File: config.mk
export PLATFORM = sky130hd
export DESIGN_NAME = vga_ram_arbiter_flat
export DESIGN_NICKNAME = d
export VERILOG_FILES = /design/src/rtl/vga_ram_arbiter_pkg.sv /design/src/rtl/vga_ram_arbiter_if.sv /design/src/rtl/vga_ram_arbiter_rr_pick.sv /design/src/rtl/vga_ram_arbiter.sv /design/src/flat_wrapper.sv
export SDC_FILE = /design/constraint.sdc
export NUM_CORES = 1
export LEC_CHECK = 0
export CORE_ASPECT_RATIO = 0.6
export CORE_MARGIN = 4
export CORE_UTILIZATION = 42
export DETAILED_ROUTE_END_ITERATION = 7
export PLACE_DENSITY_LB_ADDON = 0.12
export SLEW_MARGIN = 20
export SYNTH_ARGS = -nofsm -noshare
export SYNTH_HDL_FRONTEND = slang
export SYNTH_SLANG_ARGS = --single-unit
File: constraint.sdc
create_clock -name clk -period 3.5 [get_ports clk]
set_input_delay 0.525 -clock clk [delete_from_list [all_inputs] [get_ports clk]]
set_output_delay 0.525 -clock clk [all_outputs]
set_load 0.02 [all_outputs]
File: src/rtl/vga_ram_arbiter_pkg.sv
// Shared types and constants for the VGA debug-display RAM write arbiter.
// Contents: source/state enums, default widths, round-robin successor helper.
package vga_pkg;

  localparam int unsigned VGA_ROW_ADDR_W = 6;
  localparam int unsigned VGA_DATA_W     = 32;
  localparam int unsigned VGA_NUM_SRC    = 3;
  localparam int unsigned VGA_CNT_W      = 8;

  typedef enum logic [1:0] {
    SRC_INSTR = 2'd0,
    SRC_REG   = 2'd1,
    SRC_DATA  = 2'd2
  } vga_src_e;

  typedef enum logic {
    ARB_IDLE  = 1'b0,
    ARB_WRITE = 1'b1
  } arb_state_e;

  // Next source in round-robin order, wrapping data -> instr.
  function automatic vga_src_e vga_src_next(input vga_src_e s);
    case (s)
      SRC_INSTR: return SRC_REG;
      SRC_REG:   return SRC_DATA;
      default:   return SRC_INSTR;
    endcase
  endfunction

endpackage

File: src/rtl/vga_ram_arbiter_if.sv
// Bus bundle between the debug-tap requesters and the display-RAM write port.
// master: drives vblank and per-source req/req_addr/req_data, observes results.
// slave : the arbiter; drives ack, wr_en/src/addr/data, wr_count and busy.
interface vga_ram_arbiter_if import vga_pkg::*; #(
  parameter int unsigned ADDR_W = VGA_ROW_ADDR_W,
  parameter int unsigned DATA_W = VGA_DATA_W
) ();

  logic                                vblank;
  logic [VGA_NUM_SRC-1:0]              req;
  logic [VGA_NUM_SRC-1:0][ADDR_W-1:0]  req_addr;
  logic [VGA_NUM_SRC-1:0][DATA_W-1:0]  req_data;
  logic [VGA_NUM_SRC-1:0]              ack;
  logic                                wr_en;
  logic [1:0]                          wr_src;
  logic [ADDR_W-1:0]                   wr_addr;
  logic [DATA_W-1:0]                   wr_data;
  logic [VGA_CNT_W-1:0]                wr_count;
  logic                                busy;

  modport master (
    output vblank, req, req_addr, req_data,
    input  ack, wr_en, wr_src, wr_addr, wr_data, wr_count, busy
  );

  modport slave (
    input  vblank, req, req_addr, req_data,
    output ack, wr_en, wr_src, wr_addr, wr_data, wr_count, busy
  );

endinterface

File: src/rtl/vga_ram_arbiter_rr_pick.sv
// Combinational 3-way round-robin selector.
// Ports: req_i (per-source request), rr_ptr_i (highest-priority source),
//        valid_c (any request), idx_c (winning source).
module vga_rr_pick import vga_pkg::*; (
  input  logic [VGA_NUM_SRC-1:0] req_i,
  input  vga_src_e               rr_ptr_i,
  output logic                   valid_c,
  output vga_src_e               idx_c
);

  vga_src_e p0;
  vga_src_e p1;
  vga_src_e p2;

  // Priority order rr_ptr, rr_ptr+1, rr_ptr+2 (mod 3).
  always_comb begin
    p0      = rr_ptr_i;
    p1      = vga_src_next(p0);
    p2      = vga_src_next(p1);
    valid_c = |req_i;
    idx_c   = p0;
    if (req_i[p0])      idx_c = p0;
    else if (req_i[p1]) idx_c = p1;
    else if (req_i[p2]) idx_c = p2;
  end

endmodule

File: src/rtl/vga_ram_arbiter.sv
// Round-robin write arbiter for the VGA debug-display RAM.
// Ports: clk (pixel clock), rst (async, active-low), bus (slave side of
//        vga_ram_arbiter_if: vblank, req*, ack, wr_*, wr_count, busy).
// Grants one write every two cycles at most, optionally only in vblank,
// capped at MAX_WR grants per frame window (cleared on vblank rising edge).
module vga_ram_arbiter import vga_pkg::*; #(
  parameter int unsigned ADDR_W      = VGA_ROW_ADDR_W,
  parameter int unsigned DATA_W      = VGA_DATA_W,
  parameter int unsigned MAX_WR      = 64,
  parameter bit          GATE_VBLANK = 1'b1
) (
  input  logic               clk,
  input  logic               rst,
  vga_ram_arbiter_if.slave   bus
);

  localparam int unsigned          CNT_W    = VGA_CNT_W;
  localparam logic [CNT_W-1:0]     MAX_WR_C = CNT_W'(MAX_WR);

  arb_state_e             state_q,   state_d;
  vga_src_e               rr_ptr_q,  rr_ptr_d;
  logic [VGA_NUM_SRC-1:0] ack_q,     ack_d;
  logic                   wr_en_q,   wr_en_d;
  vga_src_e               wr_src_q,  wr_src_d;
  logic [ADDR_W-1:0]      wr_addr_q, wr_addr_d;
  logic [DATA_W-1:0]      wr_data_q, wr_data_d;
  logic [CNT_W-1:0]       wr_count_q, wr_count_d;
  logic                   busy_q,    busy_d;
  logic                   vblank_q;

  logic     pick_valid;
  vga_src_e pick_idx;
  logic     vblank_rise;
  logic     window_open;
  logic     grant;

  vga_rr_pick u_pick (
    .req_i    (bus.req),
    .rr_ptr_i (rr_ptr_q),
    .valid_c  (pick_valid),
    .idx_c    (pick_idx)
  );

  assign vblank_rise = bus.vblank & ~vblank_q;
  assign window_open = !GATE_VBLANK || bus.vblank;
  assign grant       = window_open && (wr_count_q < MAX_WR_C) && pick_valid;

  // Next-state: outputs for the WRITE cycle are computed at the grant edge
  // so they appear registered one cycle after req is sampled.
  always_comb begin
    state_d    = state_q;
    rr_ptr_d   = rr_ptr_q;
    ack_d      = '0;
    wr_en_d    = 1'b0;
    busy_d     = 1'b0;
    wr_src_d   = wr_src_q;
    wr_addr_d  = wr_addr_q;
    wr_data_d  = wr_data_q;
    // A frame-window clear overrides the held count, including a write in flight.
    wr_count_d = vblank_rise ? '0 : wr_count_q;
    case (state_q)
      ARB_IDLE: begin
        if (grant) begin
          state_d    = ARB_WRITE;
          wr_en_d    = 1'b1;
          busy_d     = 1'b1;
          ack_d      = VGA_NUM_SRC'(1) << pick_idx;
          wr_src_d   = pick_idx;
          wr_addr_d  = bus.req_addr[pick_idx];
          wr_data_d  = bus.req_data[pick_idx];
          wr_count_d = wr_count_d + CNT_W'(1);
          rr_ptr_d   = vga_src_next(pick_idx);
        end
      end
      ARB_WRITE: state_d = ARB_IDLE;
      default:   state_d = ARB_IDLE;
    endcase
  end

  // State and output registers.
  always_ff @(posedge clk or negedge rst) begin
    if (!rst) begin
      state_q    <= ARB_IDLE;
      rr_ptr_q   <= SRC_INSTR;
      ack_q      <= '0;
      wr_en_q    <= 1'b0;
      wr_src_q   <= SRC_INSTR;
      wr_addr_q  <= '0;
      wr_data_q  <= '0;
      wr_count_q <= '0;
      busy_q     <= 1'b0;
      vblank_q   <= 1'b0;
    end else begin
      state_q    <= state_d;
      rr_ptr_q   <= rr_ptr_d;
      ack_q      <= ack_d;
      wr_en_q    <= wr_en_d;
      wr_src_q   <= wr_src_d;
      wr_addr_q  <= wr_addr_d;
      wr_data_q  <= wr_data_d;
      wr_count_q <= wr_count_d;
      busy_q     <= busy_d;
      vblank_q   <= bus.vblank;
    end
  end

  assign bus.ack      = ack_q;
  assign bus.wr_en    = wr_en_q;
  assign bus.wr_src   = wr_src_q;
  assign bus.wr_addr  = wr_addr_q;
  assign bus.wr_data  = wr_data_q;
  assign bus.wr_count = wr_count_q;
  assign bus.busy     = busy_q;

endmodule

File: src/flat_wrapper.sv
// flat-port wrapper written by rule: the top's interface ports become plain ports
module vga_ram_arbiter_flat import vga_pkg::*;
#(
  parameter int unsigned ADDR_W      = VGA_ROW_ADDR_W,
  parameter int unsigned DATA_W      = VGA_DATA_W,
  parameter int unsigned MAX_WR      = 64,
  parameter bit          GATE_VBLANK = 1'b1
)
  (clk, rst, bus_vblank, bus_req, bus_req_addr, bus_req_data, bus_ack, bus_wr_en, bus_wr_src, bus_wr_addr, bus_wr_data, bus_wr_count, bus_busy);
  vga_ram_arbiter_if #(.ADDR_W(ADDR_W), .DATA_W(DATA_W)) bus_i ();
  input  logic clk;
  input  logic rst;
  input wire logic [$bits(bus_i.vblank)-1:0] bus_vblank;
  input wire logic [$bits(bus_i.req)-1:0] bus_req;
  input wire logic [$bits(bus_i.req_addr)-1:0] bus_req_addr;
  input wire logic [$bits(bus_i.req_data)-1:0] bus_req_data;
  output wire logic [$bits(bus_i.ack)-1:0] bus_ack;
  output wire logic [$bits(bus_i.wr_en)-1:0] bus_wr_en;
  output wire logic [$bits(bus_i.wr_src)-1:0] bus_wr_src;
  output wire logic [$bits(bus_i.wr_addr)-1:0] bus_wr_addr;
  output wire logic [$bits(bus_i.wr_data)-1:0] bus_wr_data;
  output wire logic [$bits(bus_i.wr_count)-1:0] bus_wr_count;
  output wire logic [$bits(bus_i.busy)-1:0] bus_busy;
  assign bus_i.vblank = bus_vblank;
  assign bus_i.req = bus_req;
  assign bus_i.req_addr = bus_req_addr;
  assign bus_i.req_data = bus_req_data;
  assign bus_ack = bus_i.ack;
  assign bus_wr_en = bus_i.wr_en;
  assign bus_wr_src = bus_i.wr_src;
  assign bus_wr_addr = bus_i.wr_addr;
  assign bus_wr_data = bus_i.wr_data;
  assign bus_wr_count = bus_i.wr_count;
  assign bus_busy = bus_i.busy;
  vga_ram_arbiter #(.ADDR_W(ADDR_W), .DATA_W(DATA_W), .MAX_WR(MAX_WR), .GATE_VBLANK(GATE_VBLANK)) u_core (.clk(clk), .rst(rst), .bus(bus_i));
endmodule
==> flow_summary.ini, run 1 <==
[synthesis]
yosysMostFrequentCell = o21ai_0
synth_seq_cells = 55
synth_area_um2 = 3140
syn_inst = 347
ys_types = 40
yosysWarnings = 0
synth_top_area_frac = 0.438
syn_area_per_cell_um2 = 9.06
netlist_top_cells_count = 82 x o21ai_0, 55 x dfrtp_1, 45 x nor2_1
yosysSeqAreaShare = 0.438
ys.flop_type = dfrtp_1
synthTopCellsByArea = dfrtp_1 44%, o21ai_0 13%, a41oi_1 8.4%
ys_async_sr_fraction = 1.00
synth_nets = 468
synth_edf_count = 0
synth_largest_area_cell = dfrtp_1

[critical_path]
crit_top_cell = buf_4
crit_path_start = bus_vblank
reg2reg_from = u_core.state_q
crit_arrival_ps = 2660
crit_path_cell_trace = clkdlybuf4s50_1 -> nor4b_1 -> o21ai_1 -> buf_4 -> inv_2 -> buf_4 -> nor2_1 -> a41oi_1
critPathKind = in2reg
required_ps = 3710
startpoint_type = primary input
max_stage_delay_ps = 500
crit_fanout = 51
endpoint_kind = flop
r2r_slack_ps = 1300
crit_slowest_cell = clkdlybuf4s50_1

[grt]
grt_pass1_vias = 3641
grt_usage = 0.256
grt_max_degree = 52
grt_pass1_wl_um = 18400
antenna_found_initial = 0
gr-total-overflow = 0

[sta]
period_share = 0.701
rsz0062_at_grt = no
fmax_mhz = 408
fin_tns_setup_ps = 0
min_period_ps = 2450
hold_violations = 0
drv_slew = 0
relSlewSlack = 0.407
worst_pin_slew_ps = 890
whs_ps = 341
clock_skew_ps = 4.76
finalSetupViolCount = 0

[clock_network]
cts_resized = 0
htreeDepth = 2
cts_buffer_depth = 2
ctsHoldBuffers = 0
post-cts-setup-buffers = 0
clk_latency_ps = 300
clkTransAtPathRegs_ps = 80
numCtsBuffers = 5
cts_tree = built
cts_root_buffer = clkbuf_16
cts_sinks = 55

[drt]
drc = 0
first_pass_iters = 4
drt_iter0_drc = 304
vias_per_cell = 5.77
ant_nets = 0
wl_per_cell_um = 19.6
totalWireLength_um = 11800
vias = 3487

[floorplan]
start_util = 0.433
ioPinCount = 173
num_rows = 24
dieArea_um2 = 8980
die_y_um = 75.0
core_area_um2 = 7270
fp.dieW_um = 120

[placed_design]
port_buffers = 172
post-dp-hpwl_um = 8090
place.gp.congestion = 0.835
postPlaceCellArea_um2 = 4880

[finish]
drive_above_1_share = 0.0760
antenna_cells = 0
area_growth_pct = 60.2
fin_area_um2 = 5040
utilization = 0.693
layout.nets = 620

[power]
ir_worst_vdd_mv = 0.285
cellPowerDensity_nw_per_um2 = 536
p_leak_nw = 1.80

[hold_path]
hp-class = in2async

[outcome]
outcome = finished, final reports clean

[run]
max_cap_violations = 0
cell families after synthesis:
family / synth area share
simple gates: 0.106
flops: 0.438
buf+inv: 0.0776
xor+xnor: 0.0111
mux: 0.00358
compound gates: 0.360
fa+ha+maj: 0.00398
flip-flops by register name (all words and copies together) (netlist names):
name and cells:
u_core.bus.wr_addr 6, u_core.bus.wr_count 8, u_core.bus.wr_data 32, u_core.bus.ack 3, u_core.rr_ptr_q 2, u_core.bus.wr_src 2
u_core.vblank_q 1, u_core.state_q 1
worst max-delay path: cells and delay by family:
| family | cells | cell delay [ps] |
|---|---|---|
| compound gates | 2 | 330 |
| buf+inv | 4 | 1210 |
| simple gates | 2 | 600 |
layout make-up:
class                           instances  area (µm²)
Clock inverter                          2        16.3
Clock buffer                            6         139
Multi-Input combinational cell        251        1570
Tap cell                              104         130
Inverter                                4        15.0
Fill cell                             619        2230
Sequential cell                        55        1380
Timing Repair Buffer                  182        1790
final timing paths:
path                       cells past startpoint                endpoint
min in group clk                               2    u_core.bus.wr_src[1]
max in group asynchronous                      2  u_core.bus.wr_data[25]
min                                            1  u_core.bus.wr_data[15]
min reg2reg                                    2    u_core.bus.wr_src[1]
max                                            8  u_core.bus.wr_data[31]
max reg2reg                                    7  u_core.bus.wr_data[31]
report_power, final:
part           total [mW]  switching, mW  internal, mW
clock network       0.536          0.248         0.287
registers           0.910          0.113         0.796
logic                1.25          0.665         0.589
cells in the final DEF, fill, tap and decap left out, drive strengths merged, types with 2 or more instances in the layout:
| cell | netlist | layout |
|---|---|---|
| xnor2 | 2 | 2 |
| dfrtp | 55 | 55 |
| and2 | 5 | 5 |
| a21oi | 5 | 5 |
| buf | 23 | 11 |
| inv | 4 | 4 |
| clkdlybuf4s50 | 0 | 171 |
| nor2 | 45 | 45 |
| o32ai | 3 | 3 |
| a41oi | 39 | 39 |
| nand2b | 6 | 6 |
| nand2 | 8 | 8 |
| or2 | 2 | 2 |
| clkbuf | 14 | 6 |
| xor2 | 2 | 2 |
| o21ai | 118 | 118 |
through the flow:
stage | std cells | power (mW) | worst slack, ps
3_5_place_dp | 596 | 2.17 | 768
6_report | 604 | 2.70 | 1050
4_1_cts | 604 | 2.71 | 1070
3_3_place_gp | 596 | 2.13 | 620
2_1_floorplan | 347 | 1.57 | 1800
5_1_grt | 604 | 2.83 | 856
metal layers:
metal | part of all wire | global-route usage | vias to the layer above
li1 | - | - | 1583
met1 | 0.43 | 0.341 | 1704
met2 | 0.47 | 0.434 | 188
met3 | 0.089 | 0.0661 | 12
met4 | 0.0056 | 0.0508 | 0
met5 | 0 | 0 | -
No activity file was read; power rests on OpenSTA's default activity.
==> inputs of run 2 (changes only) <==
CORE_UTILIZATION = 35   (was 42)
clock period = 2.11 ns   (was 3.5 ns; I/O delays follow)
==> run 2 against run 1 <==
Sequential share of layout area down 0.97 points. Setup slack got worse by 880 ps. Non-clock buffer count increased by 11. Worst hold slack got worse by 300 ps.
==> flow_summary.ini, run 2 (synthesized netlist as in run 1, its figures left out) <==
[placed_design]
port_buffers = 172
dp_slack_ps = -79.5
post-dp-hpwl_um = 8380
place.gp.congestion = 0.832

[drt]
totalWireLength_um = 11500
drt_iter0_drc = 156
first_pass_iters = 4
drc = 0
wl_per_cell_um = 18.4
vias = 3421
vias_per_cell = 5.49
ant_nets = 0

[critical_path]
cp_num_buf_inv = 1
required_ps = 2320
critPathKind = in2reg
crit_slowest_cell = or4_1
cp_top_family = simple AND/OR/NAND/NOR gates
crit_arrival_ps = 2160
max_stage_delay_ps = 550
r2r_slack_ps = 200
endpoint_kind = flop
startpoint_type = primary input
crit_path_cell_trace = clkdlybuf4s50_1 -> nor4b_1 -> o21ai_1 -> or4_1 -> a21oi_1
crit_fanout = 4
crit_path_start = bus_vblank
reg2reg_from = u_core.state_q

[grt]
grt_pass1_wl_um = 17800
antenna_found_initial = 0
grt_pass1_vias = 3455
grt_max_degree = 42
gr-total-overflow = 0
grt_usage = 0.212

[sta]
worst_pin_slew_ps = 621
rsz0062_at_grt = no
drv_slew = 0
period_share = 0.922
timing.final.ws_setup_ps = 165
clock_skew_ps = 4.87
fmax_mhz = 514
relSlewSlack = 0.586
hold_violations = 0
finalSetupViolCount = 0
min_period_ps = 1940
whs_ps = 38.0
fin_tns_setup_ps = 0

[finish]
mostFrequentLayoutCells = 171 x clkdlybuf4s50_1, 82 x o21ai_0, 55 x dfrtp_1
antenna_cells = 0
area_growth_pct = 66.1
largest_register_ffs = 32
layout.nets = 631
utilization = 0.606
drive_above_1_share = 0.0939
final_common_cell = clkdlybuf4s50_1

[clock_network]
cts_tree = built
clk_latency_ps = 290
cts_resized = 0
post-cts-setup-buffers = 0
clkTransAtPathRegs_ps = 70
cts_sinks = 55
numCtsBuffers = 5
ctsHoldBuffers = 0
cts_buffer_depth = 2
htreeDepth = 2
cts_root_buffer = clkbuf_16

[run]
max_cap_violations = 0

[floorplan]
dieArea_um2 = 10600
ioPinCount = 173
die_y_um = 81.4
num_rows = 26
start_util = 0.365
core_area_um2 = 8620
fp.dieW_um = 130

[power]
ir_worst_vdd_mv = 0.448
p_leak_nw = 1.90
cellPowerDensity_nw_per_um2 = 869

[hold_path]
hp-class = in2async

[outcome]
outcome = finished, final reports clean
[run 2: cell types whose count changed in the layout (fill, tap and decap cells not counted), sizes merged]
cell    before  now
buf         11   22
clkbuf       6    7
clkinv       1    0
[run 2: per-layer routing]
layer / wire length, µm / up-vias / track usage
met1: 5220 / 1629 / 0.305
met4: 83 / 0 / 0.0400
met2: 4940 / 171 / 0.316
li1: - / 1609 / -
met3: 1220 / 12 / 0.0695
met5: 0 / - / 0
[run 2: report_power, final]
group | internal [mW] | total [mW] | switching, mW
clock | 0.506 | 0.881 | 0.375
combinational | 1.05 | 2.16 | 1.11
sequential | 1.32 | 1.50 | 0.177
[run 2: worst paths after layout]
check | endpoint | cells past startpoint
setup / recovery | u_core.bus.wr_count[5] | 5
hold reg to reg | u_core.bus.wr_src[0] | 1
hold / removal | u_core.bus.wr_src[0] | 1
min in group clk | u_core.bus.wr_src[0] | 1
max in group asynchronous | u_core.bus.wr_data[20] | 2
setup reg to reg | u_core.bus.wr_count[5] | 4
[run 2: stage by stage]
step	instances	area, µm²	total power [mW]
finish	623	5220	4.54
global route	623	5220	4.83
CTS	623	5220	4.58
detailed placement	615	5060	3.69
global placement	615	5060	3.65
floorplan	347	3140	2.61
[run 2: layout make-up]
cell class | instances | area, µm²
Tap cell | 112 | 140
Sequential cell | 55 | 1380
Multi-Input combinational cell | 251 | 1570
Inverter | 4 | 15.0
Timing Repair Buffer | 193 | 1960
Clock buffer | 7 | 153
Fill cell | 734 | 3400
Clock inverter | 1 | 7.51
